**config.mk**
```make
export PLATFORM = sky130hd
export DESIGN_NAME = logic_unit_pipe
export DESIGN_NICKNAME = d
export VERILOG_FILES = /design/src/rtl/logic_unit_pipe_pkg.sv /design/src/rtl/logic_unit_pipe_core.sv /design/src/rtl/logic_unit_pipe.sv
export SDC_FILE = /design/constraint.sdc
export NUM_CORES = 1
export LEC_CHECK = 0
export BUFFER_PORTS_ARGS = -buffer_cell sky130_fd_sc_hd__buf_2
export CAP_MARGIN = 10
export CORE_ASPECT_RATIO = 0.8
export CORE_MARGIN = 4
export CORE_UTILIZATION = 45
export DETAILED_ROUTE_END_ITERATION = 16
export GPL_ROUTABILITY_DRIVEN = 0
export PLACE_DENSITY_LB_ADDON = 0.25
export RECOVER_POWER = 25
export SYNTH_ARGS = -nofsm -noshare
export SYNTH_HDL_FRONTEND = slang
export SYNTH_SLANG_ARGS = --single-unit
```
**constraint.sdc**
```tcl
create_clock -name clk -period 3.1 [get_ports clk]
set_clock_uncertainty 0.05 [all_clocks]
set_input_delay 0.31 -clock clk [delete_from_list [all_inputs] [get_ports clk]]
set_output_delay 0.31 -clock clk [all_outputs]
set_load 0.05 [all_outputs]
```
**src/rtl/logic_unit_pipe_pkg.sv**
```systemverilog
// Shared opcode definitions for the bitwise logic unit and the ALU decode.
// The 3-bit opcode space is fully used; there are no reserved encodings.
package logic_unit_pipe_pkg;

    typedef enum logic [2:0] {
        OP_NOT  = 3'd0,
        OP_AND  = 3'd1,
        OP_OR   = 3'd2,
        OP_XOR  = 3'd3,
        OP_NAND = 3'd4,
        OP_NOR  = 3'd5,
        OP_XNOR = 3'd6,
        OP_PASS = 3'd7
    } op_e;

    localparam int unsigned FLAG_BITS = 3;

endpackage

```
**src/rtl/logic_unit_pipe_core.sv**
```systemverilog
// Purely combinational bitwise function and result flags for the logic unit.
// Operand b is ignored for NOT and PASS.
module logic_core
    import logic_unit_pipe_pkg::*;
#(
    parameter int WIDTH = 16
) (
    input  logic [2:0]       op,
    input  logic [WIDTH-1:0] a,
    input  logic [WIDTH-1:0] b,
    output logic [WIDTH-1:0] res,
    output logic             zero,
    output logic             ones,
    output logic             par
);

    function automatic logic calc_par(input logic [WIDTH-1:0] value);
        return ^value;
    endfunction

    logic [WIDTH-1:0] res_s;

    // Opcode decode into the bitwise result
    always_comb begin
        res_s = '0;
        case (op)
            OP_NOT:  res_s = ~a;
            OP_AND:  res_s = a & b;
            OP_OR:   res_s = a | b;
            OP_XOR:  res_s = a ^ b;
            OP_NAND: res_s = ~(a & b);
            OP_NOR:  res_s = ~(a | b);
            OP_XNOR: res_s = ~(a ^ b);
            OP_PASS: res_s = a;
            default: res_s = a;
        endcase
    end

    assign res  = res_s;
    assign zero = (res_s == '0);
    assign ones = &res_s;
    assign par  = calc_par(res_s);

endmodule

```
**src/rtl/logic_unit_pipe.sv**
```systemverilog
// Registered bitwise logic unit with an output register plus a skid register,
// so one cycle of downstream stall is absorbed without dropping a beat.
module logic_unit_pipe
    import logic_unit_pipe_pkg::*;
#(
    parameter int WIDTH = 16
) (
    input  logic             clk,
    input  logic             rst_n,
    input  logic             in_valid,
    output logic             in_ready,
    input  logic [2:0]       op,
    input  logic [WIDTH-1:0] a,
    input  logic [WIDTH-1:0] b,
    output logic             out_valid,
    input  logic             out_ready,
    output logic [WIDTH-1:0] result,
    output logic             flag_zero,
    output logic             flag_ones,
    output logic             flag_par
);

    localparam int BEAT_W = WIDTH + FLAG_BITS;

    logic [WIDTH-1:0]  core_res_s;
    logic              core_zero_s;
    logic              core_ones_s;
    logic              core_par_s;
    logic [BEAT_W-1:0] new_beat_s;
    logic              accept_s;
    logic              pop_s;

    logic [BEAT_W-1:0] or_beat_r;
    logic [BEAT_W-1:0] sk_beat_r;
    logic              or_valid_r;
    logic              sk_valid_r;

    logic_core #(.WIDTH(WIDTH)) u_core (
        .op   (op),
        .a    (a),
        .b    (b),
        .res  (core_res_s),
        .zero (core_zero_s),
        .ones (core_ones_s),
        .par  (core_par_s)
    );

    // Flags are packed with the data so they always travel with their beat
    assign new_beat_s = {core_par_s, core_ones_s, core_zero_s, core_res_s};

    assign in_ready = rst_n & ~sk_valid_r;
    assign accept_s = in_valid & in_ready;
    assign pop_s    = or_valid_r & out_ready;

    // Output/skid register update, all decisions from pre-edge state
    always_ff @(posedge clk) begin
        if (!rst_n) begin
            or_beat_r  <= '0;
            sk_beat_r  <= '0;
            or_valid_r <= 1'b0;
            sk_valid_r <= 1'b0;
        end else if (pop_s) begin
            if (sk_valid_r) begin
                or_beat_r  <= sk_beat_r;
                sk_valid_r <= 1'b0;
            end else if (accept_s) begin
                or_beat_r  <= new_beat_s;
            end else begin
                or_valid_r <= 1'b0;
            end
        end else if (accept_s) begin
            if (!or_valid_r) begin
                or_beat_r  <= new_beat_s;
                or_valid_r <= 1'b1;
            end else begin
                sk_beat_r  <= new_beat_s;
                sk_valid_r <= 1'b1;
            end
        end else begin
            or_beat_r <= or_beat_r;
        end
    end

    assign out_valid = or_valid_r;
    assign result    = or_beat_r[WIDTH-1:0];
    assign flag_zero = or_beat_r[WIDTH];
    assign flag_ones = or_beat_r[WIDTH+1];
    assign flag_par  = or_beat_r[WIDTH+2];

endmodule

```
==> metrics.txt <==
# TYPE chip_impl_metric gauge
chip_impl_metric{name="synth_compound_gate_area_share",unit=""} 0.312
chip_impl_metric{name="drtIter0Drc",unit=""} 162
chip_impl_metric{name="drive_gt1_frac",unit=""} 0.160
chip_impl_metric{name="drc",unit=""} 0
chip_impl_metric{name="floorplan.die.height",unit="um"} 88.8
chip_impl_metric{name="hold-path-cell-count",unit=""} 3
chip_impl_metric{name="placement_rows",unit=""} 29
chip_impl_metric{name="cts.sink_count",unit=""} 40
chip_impl_info{name="outcome",value="completed"} 1
chip_impl_metric{name="htree_levels",unit=""} 2
chip_impl_metric{name="route.antenna.remaining_nets",unit=""} 0
chip_impl_metric{name="ys_seq_elements",unit=""} 40
chip_impl_metric{name="filler_cells",unit=""} 771
chip_impl_metric{name="drt_pre_antenna_iters",unit=""} 4
chip_impl_metric{name="postSynth.asyncResetShare",unit=""} 0
chip_impl_metric{name="power.density_cell_area",unit="mW/mm^2"} 395
chip_impl_info{name="yosys-top-cells-area",value="dfxtp_1 22%, ha_1 16%, inv_1 6.3%"} 1
chip_impl_metric{name="clock_latency",unit="ns"} 0.29
chip_impl_metric{name="worstRegToRegCells",unit=""} 5
chip_impl_metric{name="post-route-worst-setup-slack",unit="ns"} 0.371
chip_impl_metric{name="drt_wl_total",unit="um"} 8900
chip_impl_metric{name="dp_hpwl",unit="um"} 6670
chip_impl_metric{name="timing.setup.tns",unit="ns"} 0
chip_impl_metric{name="internal_power",unit="W"} 0.00100
chip_impl_metric{name="r2r_setup_slack",unit="ns"} 1.24
chip_impl_metric{name="dpl_worst_slack",unit="ns"} 0.0961
chip_impl_metric{name="synthAdderAreaFrac",unit=""} 0.164
chip_impl_metric{name="final.period_utilization",unit=""} 0.880
chip_impl_metric{name="critical_path_arrival",unit="ns"} 2.91
chip_impl_metric{name="switching_share",unit=""} 0.393
chip_impl_metric{name="cp_data_required_time",unit="ns"} 3.28
chip_impl_metric{name="grt_overflow_total",unit=""} 0
chip_impl_metric{name="core-area",unit="mm^2"} 0.00795
chip_impl_metric{name="worst_slew_margin_rel",unit=""} 0.474
chip_impl_info{name="critPathKind",value="in -> reg"} 1
chip_impl_metric{name="ys_warn_count",unit=""} 0
chip_impl_metric{name="muxShareOfSynthArea",unit=""} 0.0440
chip_impl_metric{name="worst-slew-pin-transition",unit="ns"} 0.788
chip_impl_metric{name="cts-buffers-inserted",unit=""} 5
chip_impl_info{name="worst_hold_path_type",value="in -> reg"} 1
chip_impl_info{name="worstSetupStartpointType",value="primary input"} 1
chip_impl_info{name="cpMaxStageDelayCell",value="a2111oi_0"} 1
chip_impl_metric{name="fmax",unit="MHz"} 366
chip_impl_metric{name="seq_power_share",unit=""} 0.352
chip_impl_metric{name="post_drt_via_cell_ratio",unit=""} 5.58
chip_impl_metric{name="number_of_antenna_violations_at_the_first_check_in_global_routing",unit=""} 0
chip_impl_metric{name="static_power_due_to_leakage",unit="nW"} 1.97
chip_impl_info{name="synth.largest_area_cell",value="dfxtp_1"} 1
chip_impl_metric{name="area_growth_syn_to_fin",unit="%"} 14.0
chip_impl_info{name="min_delay_worst_endpoint",value="out_valid"} 1
chip_impl_info{name="r2r_end",value="or_beat_r[18]"} 1
chip_impl_metric{name="finish_stage_setup_viols",unit=""} 0
chip_impl_metric{name="grt_pass1_vias",unit=""} 3458
chip_impl_metric{name="global_route_wire_length_before_repair",unit="um"} 15800
chip_impl_metric{name="maxCapViolCount",unit=""} 0
chip_impl_metric{name="power.net_switching",unit="W"} 0.000649
chip_impl_metric{name="edff_count_synth",unit=""} 0
chip_impl_metric{name="antenna_diodes",unit=""} 0
chip_impl_metric{name="worst_path_largest_cell_delay",unit="ns"} 0.40
chip_impl_info{name="crit_chain",value="buf_2, buf_4, nor2b_1, o2bb2ai_1, a21oi_1, and2_1, ha_1, xnor2_1, xnor2_1, xnor2_1, a2111oi_0, a31o_2"} 1
chip_impl_metric{name="synth-xor-area-share",unit=""} 0.0167
chip_impl_info{name="synth_most_common_cell",value="inv_1"} 1
chip_impl_metric{name="share_comb_of_total_power",unit=""} 0.432
chip_impl_metric{name="synth.cell_area",unit="mm^2"} 0.00367
chip_impl_metric{name="critical_path.max_fanout",unit=""} 23
chip_impl_metric{name="final-hold-violation-count",unit=""} 0
chip_impl_metric{name="final_period_minus_worst_setup_slack",unit="ns"} 2.73
chip_impl_metric{name="postPlaceCellArea",unit="mm^2"} 0.00411
chip_impl_metric{name="post-cts-setup-buffers",unit=""} 0
chip_impl_info{name="synth_top_family_by_area",value="compound AO/OA/AOI/OAI gates"} 1
chip_impl_info{name="clock-root-buffer",value="clkbuf_8"} 1
chip_impl_metric{name="detail_route.wl_per_cell",unit="um"} 14.0
chip_impl_metric{name="synthCells",unit=""} 472
chip_impl_metric{name="final_net_count",unit=""} 612
chip_impl_info{name="cts_tree",value="done"} 1
chip_impl_info{name="synth_common_cells",value="62 x inv_1, 48 x ha_1, 40 x dfxtp_1"} 1
chip_impl_metric{name="seq_area_frac_synth",unit=""} 0.218
chip_impl_metric{name="grt.total_usage",unit=""} 0.196
chip_impl_metric{name="clock_pin_slew_on_the_worst_setup_and_hold_paths",unit="ns"} 0.08
chip_impl_metric{name="synth_nets",unit=""} 559
chip_impl_metric{name="floorplan.initialDensity",unit=""} 0.462
chip_impl_info{name="rsz0062_at_grt",value="false"} 1
chip_impl_metric{name="netlist-cell-type-count",unit=""} 42
chip_impl_metric{name="worst_ir_drop_vdd",unit="mV"} 0.222
chip_impl_metric{name="yosys.area_share.simple",unit=""} 0.130
chip_impl_metric{name="power.share.clock",unit=""} 0.216
chip_impl_info{name="min-delay-start",value="in_valid"} 1
chip_impl_metric{name="cts_max_path_buffers",unit=""} 2
chip_impl_metric{name="placement.io_buffers",unit=""} 59
chip_impl_metric{name="number_of_i_o_pins",unit=""} 60
chip_impl_metric{name="synth.top_cell.area_share",unit=""} 0.218
chip_impl_info{name="critical_path.reg2reg.startpoint",value="out_valid"} 1
chip_impl_metric{name="cts-resized-gates",unit=""} 0
chip_impl_info{name="dominantRegCellSynth",value="dfxtp_1"} 1
chip_impl_metric{name="die_area",unit="mm^2"} 0.00968
chip_impl_info{name="cp_common_cell",value="xnor2_1"} 1
chip_impl_metric{name="design_area",unit="mm^2"} 0.00419
chip_impl_info{name="critical_path.endpoint_type",value="flip-flop"} 1
chip_impl_metric{name="timing_max_transition_violations_final",unit=""} 0
chip_impl_metric{name="vias",unit=""} 3537
chip_impl_metric{name="grt_max_degree",unit=""} 46
chip_impl_metric{name="die_width",unit="um"} 109
chip_impl_metric{name="cts-hold-fix-buffers",unit=""} 0
chip_impl_metric{name="syn-mean-instance-area",unit="um^2"} 7.78
-- critical path: cells and delay by family --
kind | cells | cell delay (ns)
AOI/OAI and AO/OA | 4 | 0.79
xor gates and xnor gates | 3 | 0.47
adders and majority gates | 1 | 0.31
buffers and inverters | 2 | 0.61
and+or+nand+nor | 2 | 0.41
-- cell usage in the layout, fill, tap and decap left out, types with 7 or more instances in the layout --
cell / n
dfxtp_1: 40
nor2_1: 18
and3_1: 13
a31oi_1: 13
nand2_1: 30
a211o_1: 10
mux2i_1: 15
buf_4: 19
ha_1: 48
inv_1: 62
buf_2: 45
a21oi_1: 31
o221ai_1: 12
xnor2_1: 7
o21ai_1: 10
o2111ai_1: 8
o211ai_1: 18
clkbuf_1: 14
o21ai_0: 37
-- sequential cells by signal (all words and copies together) (netlist names) --
| name | cells |
|---|---|
| or_beat_r | 19 |
| sk_beat_r | 19 |
| out_valid | 1 |
| sk_valid_r | 1 |
-- layout make-up --
class / count / area [um^2] / area share
clock inverters: 2 / 10.0 / 0.00239
well taps: 108 / 135 / 0.0323
clock buffers: 6 / 82.6 / 0.0197
multi-input cells: 335 / 2440 / 0.584
flip-flops and latches: 40 / 801 / 0.191
repair buffers: 81 / 480 / 0.115
inverters: 62 / 233 / 0.0556
-- worst max path at each step --
stage / endpoint / startpoint
after floorplan: or_beat_r[18] / a[10]
after global placement: or_beat_r[18] / a[0]
after detailed placement: or_beat_r[18] / op[1]
after CTS: or_beat_r[18] / op[1]
after global routing: or_beat_r[18] / op[1]
final: or_beat_r[18] / op[1]
-- cell families after synthesis --
family / Yosys count
flip-flops: 40
multiplexers: 16
AO/OA/AOI/OAI: 171
XOR/XNOR: 7
buffers and inverters: 97
adder cells (fa/ha/maj): 48
AND/OR/NAND/NOR: 93
-- power groups by stage --
stage / combinational (W) / sequential, W / clock (W)
after CTS: 0.000724 / 0.000581 / 0.000365
after global placement: 0.000706 / 0.000591 / 0
after global routing: 0.000796 / 0.000586 / 0.000389
final: 0.000714 / 0.000581 / 0.000356
after detailed placement: 0.000721 / 0.000593 / 0
after floorplan: 0.000409 / 0.000713 / 0
-- stage by stage --
stage                     hold WS (ns)  total power, W  instances   util
after global routing             0.275         0.00177        634  0.527
after CTS                        0.258         0.00167        634  0.529
after detailed placement         0.404         0.00131        626  0.517
after global placement           0.394         0.00130        626  0.517
final                            0.259         0.00165        634  0.527
after floorplan                  0.385         0.00112        472      -
-- routing by layer --
layer	share of wire	track usage
met5	0	0
met4	0.0069	0.0356
met3	0.046	0.0284
met2	0.47	0.336
met1	0.48	0.264
Note: power is estimated with default switching activity, not from simulation.
